==> config.mk <==
export PLATFORM = sky130hd
export DESIGN_NAME = sys_exec_sequencer
export DESIGN_NICKNAME = d
export VERILOG_FILES = /design/src/rtl/sys_exec_sequencer.sv
export SDC_FILE = /design/constraint.sdc
export NUM_CORES = 1
export LEC_CHECK = 0
export ABC_CLOCK_PERIOD_IN_PS = 3280
export CORE_MARGIN = 5
export CORE_UTILIZATION = 30
export CTS_BUF_LIST = sky130_fd_sc_hd__clkbuf_16
export CTS_CLUSTER_SIZE = 30
export DETAILED_ROUTE_END_ITERATION = 8
export GPL_ROUTABILITY_DRIVEN = 1
export PLACE_DENSITY = 0.49
export SETUP_SLACK_MARGIN = 0.1
export SLEW_MARGIN = 20
export SYNTH_ARGS = -nofsm -noshare
export SYNTH_HDL_FRONTEND = slang
export SYNTH_SLANG_ARGS = --single-unit
export TNS_END_PERCENT = 100
==> constraint.sdc <==
create_clock -name clk -period 3.28 [get_ports clk]
set_input_delay 0.328 -clock clk [delete_from_list [all_inputs] [get_ports clk]]
set_output_delay 0.328 -clock clk [all_outputs]
set_load 0.03 [all_outputs]
==> src/rtl/sys_exec_sequencer.sv <==
// sys_exec_sequencer
// Execution sequencer for the systolic array datapath. A start pulse from the
// controller launches one operation: rows are read from the unified buffer one
// per non-held cycle (FEED), each read launches a valid token through a
// PIPE_LAT-deep shift register, and each token leaving the register becomes an
// accumulator write. After the last write the block pulses sys_done (DONE) and
// returns to IDLE.
//
// Ports
//   clk, rst_n            clock, synchronous active-low reset
//   sys_start, sys_rows   issue pulse and row count (sampled together)
//   ub_base, acc_base     first UB read / accumulator write address
//   hold                  backpressure; freezes FEED/DRAIN and gates strobes
//   sys_busy, sys_done    operation in progress / one-cycle completion pulse
//   ub_rd_en, ub_rd_addr  unified-buffer read strobe and address
//   arr_en                array compute enable
//   acc_wr_en, acc_wr_addr accumulator write strobe and address
//   sys_err               sticky: start seen while not IDLE
//   perf_cycles           busy cycles of the last operation
//
// Optional feature: define SYS_SEQ_PERF_EN to build the perf_cycles counter;
// otherwise perf_cycles is tied to zero.
module sys_exec_sequencer #(
  parameter int N        = 4,
  parameter int PIPE_LAT = 2*N,
  parameter int AW       = 8
) (
  input  logic          clk,
  input  logic          rst_n,
  input  logic          sys_start,
  input  logic [7:0]    sys_rows,
  input  logic [AW-1:0] ub_base,
  input  logic [AW-1:0] acc_base,
  input  logic          hold,
  output logic          sys_busy,
  output logic          sys_done,
  output logic          ub_rd_en,
  output logic [AW-1:0] ub_rd_addr,
  output logic          arr_en,
  output logic          acc_wr_en,
  output logic [AW-1:0] acc_wr_addr,
  output logic          sys_err,
  output logic [15:0]   perf_cycles
);

  typedef enum logic [1:0] {IDLE, FEED, DRAIN, DONE} state_t;

  state_t                state, state_nxt;
  logic [7:0]            rows_q, rd_cnt, wr_cnt;
  logic [AW-1:0]         ub_q, acc_q;
  logic [PIPE_LAT-1:0]   vld_pipe;
  logic                  busy, adv, rd_fire, wr_fire, start_ok;

  assign busy     = (state == FEED) || (state == DRAIN);
  assign adv      = busy && !hold;
  assign rd_fire  = (state == FEED) && !hold;
  // Tokens can exit while still feeding when rows > PIPE_LAT.
  assign wr_fire  = adv && vld_pipe[PIPE_LAT-1];
  assign start_ok = sys_start && (state == IDLE);

  always_comb begin
    state_nxt = state;
    case (state)
      IDLE:  if (sys_start) state_nxt = (sys_rows == 8'd0) ? DONE : FEED;
      FEED:  if (rd_fire && rd_cnt == rows_q - 8'd1) state_nxt = DRAIN;
      DRAIN: if (wr_fire && wr_cnt == rows_q - 8'd1) state_nxt = DONE;
      DONE:  state_nxt = IDLE;
      default: state_nxt = IDLE;
    endcase
  end

  always_ff @(posedge clk) begin
    if (!rst_n) begin
      state    <= IDLE;
      rows_q   <= '0;
      ub_q     <= '0;
      acc_q    <= '0;
      rd_cnt   <= '0;
      wr_cnt   <= '0;
      vld_pipe <= '0;
      sys_err  <= 1'b0;
    end else begin
      state <= state_nxt;
      if (start_ok) begin
        rows_q   <= sys_rows;
        ub_q     <= ub_base;
        acc_q    <= acc_base;
        rd_cnt   <= '0;
        wr_cnt   <= '0;
        vld_pipe <= '0;
      end else if (adv) begin
        // Held cycles skip this branch, so the whole pipeline stalls as a unit.
        vld_pipe <= {vld_pipe[PIPE_LAT-2:0], rd_fire};
        if (rd_fire) rd_cnt <= rd_cnt + 8'd1;
        if (wr_fire) wr_cnt <= wr_cnt + 8'd1;
      end
      if (sys_start && state != IDLE) sys_err <= 1'b1;
    end
  end

  assign sys_busy    = busy;
  assign sys_done    = (state == DONE);
  assign arr_en      = adv;
  assign ub_rd_en    = rd_fire;
  assign acc_wr_en   = wr_fire;
  assign ub_rd_addr  = ub_q + AW'(rd_cnt);
  assign acc_wr_addr = acc_q + AW'(wr_cnt);

`ifdef SYS_SEQ_PERF_EN
  logic [15:0] perf_q;
  always_ff @(posedge clk) begin
    if (!rst_n)                         perf_q <= '0;
    else if (start_ok)                  perf_q <= '0;
    else if (busy && perf_q != 16'hFFFF) perf_q <= perf_q + 16'd1;
  end
  assign perf_cycles = perf_q;
`else
  assign perf_cycles = '0;
`endif

endmodule

; ---- Word level (Yosys, flattened, before mapping)
; Index checks and enable logic that the tools add are counted.
; Widths: inputs -> output; s select.
[totals]
regBits = 51
out_inout_bits = 38
in_bits = 28
[classes]
n_reduce_logical = 16
n_eq_ne = 8
n_addsub = 5
mux = 5
n_bitwise = 1
[op_table]
columns = operator, n
row1 = $add 8x1->8 const B, 2
row2 = $add 8x8->8, 2
row3 = $eq 8x8->1, 2
row4 = $logic_not 8->1, 1
row5 = $mux 2, 4
row6 = $pmux 2 s4, 1
row7 = $sub 8x1->8 const B, 1
row8 = $logic_and 1x1->1, 7
row9 = $eq 2x2->1 const B, 2
row10 = $ne 2x1->1 const B, 2
row11 = $reduce_and 2->1, 2
row12 = $reduce_and 3->1, 1
row13 = $eq 2x1->1 const B, 1
row14 = $logic_not 2->1, 1
row15 = $ne 2x2->1 const B, 1
row16 = $reduce_bool 2->1, 1
row17 = $reduce_or 2->1, 1
row18 = $logic_not 1->1, 1
row19 = $logic_or 1x1->1, 1
row20 = $not 1->1, 1

; ---- Longest topological paths before layout
; Gate-level depths: netlist (run 1).
[depth]
depth_word = 7
mapped_depth = 11
ltp_nobuf = 9

; ---- Least setup slack after synthesis (run 1)
; No wires, ideal clock.
[synth_timing]
path_kind = flip-flop to flip-flop
startpoint = register state[0]
endpoint = register state[0]
path_stages_with_launch = 12
setup_ns = 0.058
t_required_ns = 3.222
n_path_buf = 2
t_arrival_ns = 2.595
setup_slack_ns = 0.626
path_cell_list = dfxtp_1 > inv_1 > ha_1 > nand2b_1 > clkbuf_1 > inv_1 > and2_1 > clkbuf_1 > nand4_1 > o41ai_2 > and3_1 > o211a_1
[synth_via]
elab_chain_cells = 7
word_cells_on_any_way = 15
cone_classes = eq/ne: 6 / mux: 1 / reduce/logical: 8
[synth_rtl]
columns = item, line_no
row1 = start: declaration, 48  ; state_t state, state_nxt;
row2 = start signal: assignment, 83  ; state <= state_nxt;
row3 = $eq 2x1->1 / $eq 2x2->1 (equally long branches), 54  ; assign busy = (state == FEED) || (state == DRAIN);
row4 = $logic_or 1x1->1 (*), 54
row5 = net sys_busy, 35  ; output logic sys_busy,
row6 = $logic_and 1x1->1 (*), 55  ; assign adv = busy && !hold;
row7 = $logic_and 1x1->1 (*), 58  ; assign wr_fire = adv && vld_pipe[PIPE_LAT-1];
row8 = net acc_wr_en, 40  ; output logic acc_wr_en,
row9 = $logic_and 1x1->1 (*), 66  ; DRAIN: if (wr_fire && wr_cnt == rows_q - 8'd1) state_nxt = DONE;
row10 = $ne 2x1->1 (no source line) (*), n/a
row11 = $reduce_and 3->1 (no source line) (*), n/a
; The timed path passes the listed nets; every way through them passes the cells marked *.
; A chain may end at the register's enable or synchronous reset.

; ---- Worst setup path after layout (run 1)
[layout_timing]
startpoint = register state[1]
endpoint = output acc_wr_en
[layout_via]
elab_chain_cells = 4
word_cells_on_any_way = 5
cone_classes = eq/ne: 2 / reduce/logical: 3
[layout_rtl]
columns = item, line_no
row1 = $eq 2x1->1 / $eq 2x2->1 (equally long branches), 54
row2 = $logic_or 1x1->1 (*), 54
row3 = $logic_and 1x1->1 (*), 55
row4 = $logic_and 1x1->1 (*), 58
row5 = end: declaration, 40
; Mark *: on every way between the ends. The rest lies on a longest branch, timed or not.

==> results of run 1 <==
==> metrics by stage <==
step / setup slack, ps / cell area, sq um / hold slack, ps
6_report: 278 / 3800 / 452
5_1_grt: 73.4 / 3800 / 469
4_1_cts: 141 / 3790 / 458
3_5_place_dp: 453 / 3650 / 447
3_3_place_gp: 537 / 3650 / 446
2_1_floorplan: 626 / 3150 / 432
==> what timing repair did <==
item | CTS | global route
resized for setup | 0 | 5
endpoints found under the hold margin | 0 | 0
endpoints found under the setup margin | 0 | 5
==> final timing paths <==
check | startpoint | end | slack [ps]
max | state[1]$_SDFFE_PN0P_ | acc_wr_en | 280
min | vld_pipe[6]$_SDFFE_PP0P_ | vld_pipe[7]$_SDFFE_PP0P_ | 450
min reg2reg | vld_pipe[6]$_SDFFE_PP0P_ | vld_pipe[7]$_SDFFE_PP0P_ | 450
max reg2reg | state[1]$_SDFFE_PN0P_ | state[0]$_SDFFE_PN0P_ | 600
==> state kept, by name, indices dropped and copies added, names as in the netlist <==
register  flops
state         2
sys_err       1
vld_pipe      8
ub_q          8
rows_q        8
acc_q         8
wr_cnt        8
rd_cnt        8
==> final cells by class <==
class / count / area, sq um
Inverter: 23 / 86.3
Fill cell: 1097 / 6380
Timing Repair Buffer: 52 / 523
Multi-Input combinational cell: 291 / 1860
Tap cell: 136 / 170
Clock inverter: 3 / 18.8
Sequential cell: 51 / 1020
Clock buffer: 5 / 125
==> worst max-delay path: stages, from the launching register on <==
cell and delay, ps:
dfxtp_1 390, inv_1 90, ha_1 380, nand2b_1 210
inv_1 300, and2_2 310, clkdlybuf4s50_1 700
==> logic make-up (layout without fill, tap and decap cells) <==
kind of cell,after synthesis,count (layout),share of synthesized area
AOI/OAI and AO/OA,70,70,0.158
xor gates and xnor gates,47,47,0.133
adders and majority gates,23,23,0.0979
buffers and inverters,56,83,0.0873
DFF,51,51,0.330
other,1,16,0.00121
and+or+nand+nor,135,135,0.192
==> cell usage after synthesis, types with 2 or more instances <==
cell / number
o211a_1: 2
nor3_1: 2
a21o_1: 4
and3_1: 3
o41ai_2: 2
nand2_1: 76
nand3_1: 7
ha_1: 21
xor2_1: 19
fa_1: 2
o21bai_1: 4
nand2b_1: 2
buf_4: 16
dfxtp_1: 51
nand4_1: 5
inv_1: 23
nor4_1: 2
nor2_1: 25
a21boi_0: 24
clkbuf_1: 17
a21oi_1: 21
o2111ai_1: 2
and2_1: 3
or3_1: 3
o21ai_0: 4
xnor2_1: 28
nor2b_1: 2
==> layer usage <==
layer	global-route usage	part of all wire	wire [um]
met5	0	0	0
met4	0.0406	0.018	126
met3	0.0185	0.029	202
met2	0.187	0.44	3080
met1	0.167	0.51	3620
==> layout by cell type (no fill, tap or decap), drive strengths merged, types with 5 or more instances in the layout <==
master	Yosys	layout
xor2	19	19
inv	23	24
nand3	7	7
nor2	25	25
dfxtp	51	51
a21boi	24	24
clkbuf	17	5
conb	1	16
ha	21	21
xnor2	28	28
nand4	5	5
nand2	76	76
a21oi	21	21
clkdlybuf4s50	0	45
==> where the power goes <==
part           switching [mW]  internal (mW)
clock                   0.240          0.283
combinational           0.547          0.359
sequential             0.0613          0.684
total                   0.848           1.33
==> results.json, run 1 <==
{
  "die_w_um": 112,
  "final_hold_viol_count": 0,
  "timing.max_cap.violations": 0,
  "ys_warn_count": 0,
  "ys_ff_latch": 51,
  "vias": 2488,
  "core-area_sq_um": 10200,
  "rows": 37,
  "worst_slew_pin_slew_ps": 843,
  "yosysTopAreaCellShare": 0.330,
  "areaGrowthSynthToFinish_pct": 23.0,
  "startpoint_type": "flop",
  "final_core_util": 0.374,
  "skew_ps": 7.59,
  "cp.arrival_ps": 2670,
  "final_max_slew_viol_count": 0,
  "clock_sinks": 51,
  "rsz0062_at_grt": "yes",
  "syn_inst": 383,
  "status": "finished clean",
  "die_height_um": 112,
  "holdBufCountCts": 0,
  "totalPowerFinal_mw": 2.17,
  "ys_seq_area_frac": 0.330,
  "synthFlopType": "dfxtp_1",
  "cts.path.max_buffers": 2,
  "relSlewSlack": 0.437,
  "die_area_sq_um": 12400,
  "cts_made_buffers": 5,
  "gp_congestion": 0.795,
  "start_util": 0.304,
  "layout-drive-gt1-share": 0.0376,
  "dp_hpwl_mm": 5.43,
  "avgRoutedWirePerCell_um": 12.5,
  "max-vdd-ir-drop_uv": 317,
  "grt_max_degree": 29,
  "dp.cells": 553,
  "ctsHtreeMaxLevel": 2,
  "hold_class": "reg -> reg",
  "critPathCaptureType": "output port",
  "portBuffers": 49,
  "drtIter0Drc": 80,
  "ys_async_sr_fraction": 0,
  "finalCriticalPeriod_ps": 3000,
  "holdPathStages": 2,
  "grt_pass1_vias": 2603,
  "io_pins": 66,
  "antenna_found_initial": 0,
  "drtPass1Iterations": 4,
  "crit_required_ps": 2950,
  "route.detailed.drc": 0,
  "insertion_delay_ps": 290,
  "ant_nets": 0,
  "final_cell_count_no_fill": 561,
  "finalCritPeriodShare": 0.915,
  "synthDistinctLibCells": 40,
  "p_leak_nw": 1.61,
  "synth_area_leaders": "dfxtp_1 33%, nand2_1 9.2%, ha_1 8.5%",
  "synth.avg_cell_area_sq_um": 8.08,
  "syn_area_sq_um": 3090,
  "reg2reg_depth": 9,
  "max_freq_mhz": 333,
  "synth_top_cell_by_area": "dfxtp_1",
  "powerDensity_nw_per_um2": 572,
  "grt_first_pass_wirelength_mm": 12.4,
  "cts_root_buf": "clkbuf_16",
  "routed_via_density": 4.43,
  "overflow": 0,
  "grtUsageTotal": 0.119,
  "setup_viol": 0,
  "crit_fanout": 11,
  "design.final.nets": 475,
  "path_class": "reg -> out",
  "cts_tree": "yes",
  "cts_setup_buffers": 0,
  "drt-total-wl_mm": 7.03,
  "setup_tns_ps": 0,
  "synth_edf_count": 0,
  "n_antenna_cell": 0,
  "clk_pin_slew_worst_paths_ps": 70
}
(Power assumes the default switching activity.)
==> run 2, diff against run 1 <==
PLACE_DENSITY = unset   (was 0.49)
PLACE_DENSITY_LB_ADDON = 0.15   (was unset)
==> results.json, run 2 (same netlist as run 1, synthesis figures left out) <==
{
  "drtPass1Iterations": 4,
  "cts_tree": "yes",
  "ant_nets": 0,
  "seqCellArea_sq_um": 1020,
  "grtUsageTotal": 0.118,
  "portBuffers": 49,
  "final_max_slew_viol_count": 0,
  "worst_slew_pin_slew_ps": 862,
  "holdPathStages": 2,
  "setup_tns_ps": 0,
  "areaGrowthSynthToFinish_pct": 23.0,
  "hold_slack_ps": 454,
  "startpoint_type": "flop",
  "status": "finished clean",
  "critPathCaptureType": "output port",
  "grt_pass1_vias": 2557,
  "clk_pin_slew_worst_paths_ps": 70,
  "drtIter0Drc": 88,
  "design.final.nets": 475,
  "grt_first_pass_wirelength_mm": 12.2,
  "clock_sinks": 51,
  "max_freq_mhz": 339,
  "gp_congestion": 0.821,
  "max-vdd-ir-drop_uv": 304,
  "ctsHtreeMaxLevel": 2,
  "final_cell_mix": "76 x nand2_1, 51 x dfxtp_1, 45 x clkdlybuf4s50_1, 28 x xnor2_1, 25 x nor2_1",
  "relSlewSlack": 0.425,
  "finalCriticalPeriod_ps": 2950,
  "reg2reg_depth": 9,
  "cts_made_buffers": 5,
  "routed_via_density": 4.38,
  "layout_commonest_cell": "nand2_1",
  "io_pins": 66,
  "reg2reg_from": "rows_q[1]$_SDFFE_PN0P_",
  "cts.path.max_buffers": 2,
  "cp.arrival_ps": 2620,
  "powerDensity_nw_per_um2": 571,
  "p_leak_nw": 1.61,
  "vias": 2455,
  "final_core_util": 0.374,
  "holdPathEnd": "vld_pipe[7]$_SDFFE_PP0P_",
  "overflow": 0,
  "min_from": "vld_pipe[6]$_SDFFE_PP0P_",
  "timing.max_cap.violations": 0,
  "crit_required_ps": 2950,
  "drt-total-wl_mm": 7.06,
  "path_class": "reg -> out",
  "finalCritPeriodShare": 0.899,
  "rsz0062_at_grt": "no",
  "dp_hpwl_mm": 5.54,
  "antenna_found_initial": 0,
  "core-area_sq_um": 10200,
  "die_height_um": 112,
  "crit_fanout": 11,
  "n_antenna_cell": 0,
  "hold_class": "reg -> reg",
  "fillers": 1072,
  "final_hold_viol_count": 0,
  "setup_viol": 0,
  "rows": 37,
  "holdBufCountCts": 0,
  "cts_root_buf": "clkbuf_16",
  "r2r_setup_slack_ps": 620,
  "multi_input_area_sq_um": 1860,
  "route.detailed.drc": 0,
  "grt_max_degree": 29,
  "layout-drive-gt1-share": 0.0376,
  "die_w_um": 112,
  "skew_ps": 3.25,
  "insertion_delay_ps": 290,
  "start_util": 0.304,
  "r2r_end": "state[1]$_SDFFE_PN0P_",
  "avgRoutedWirePerCell_um": 12.6,
  "die_area_sq_um": 12400
}
-- run 2: cell counts in the layout (fill, tap and decap cells not counted) --
No cell type changed its count.
-- run 2: final cells by class --
class | instances | area share
repair buffers | 52 | 0.137
inverters | 23 | 0.0227
multi-input cells | 291 | 0.489
well taps | 136 | 0.0447
clock inverters | 3 | 0.00493
clock buffers | 5 | 0.0329
flip-flops and latches | 51 | 0.268
-- run 2: layer usage --
layer | part of all wire | up-vias | GRT usage
li1 | - | 1310 | -
met1 | 0.50 | 1094 | 0.164
met2 | 0.44 | 46 | 0.186
met3 | 0.051 | 5 | 0.0283
met4 | 0.0078 | 0 | 0.0243
met5 | 0 | - | 0
-- run 2: what timing repair did --
item / CTS / global route
endpoints found under the hold margin: 0 / 0
setup endpoints to repair: 0 / 5
resized for setup: 0 / 5
buffers inserted: 0 / 0
-- run 2: metrics by stage --
step / cells / area, sq um / setup slack, ps / power, mW
2_1_floorplan: 398 / 3150 / 626 / 1.41
3_5_place_dp: 553 / 3650 / 480 / 1.68
5_1_grt: 561 / 3800 / 155 / 2.33
3_3_place_gp: 553 / 3650 / 532 / 1.67
4_1_cts: 561 / 3790 / 157 / 2.21
6_report: 561 / 3800 / 330 / 2.17
-- run 2: report_power, final --
group	switching (mW)	leakage, nW	internal [mW]	total, mW
registers	0.0625	0.415	0.684	0.746
clock network	0.237	0.0740	0.283	0.520
logic	0.548	1.12	0.359	0.907
total	0.847	1.61	1.33	2.17
-- run 2: worst max-delay path: stages (launching register included) --
cell and delay, ps:
dfxtp_1 380, inv_1 80, ha_1 370, nand2b_1 210, inv_1 290, and2_2 310
clkdlybuf4s50_1 700
-- run 2: worst max-delay path by stage --
stage,endpoint,start,depth (start not counted),slack [ps]
after floorplan,state[0]$_SDFFE_PN0P_,state[0]$_SDFFE_PN0P_,11,630
after global placement,state[0]$_SDFFE_PN0P_,hold,8,530
after detailed placement,state[1]$_SDFFE_PN0P_,state[1]$_SDFFE_PN0P_,9,480
after CTS,ub_rd_addr[6],rd_cnt[0]$_SDFFE_PP0P_,10,160
after global routing,acc_wr_en,state[0]$_SDFFE_PN0P_,6,150
final,acc_wr_en,state[0]$_SDFFE_PN0P_,6,330
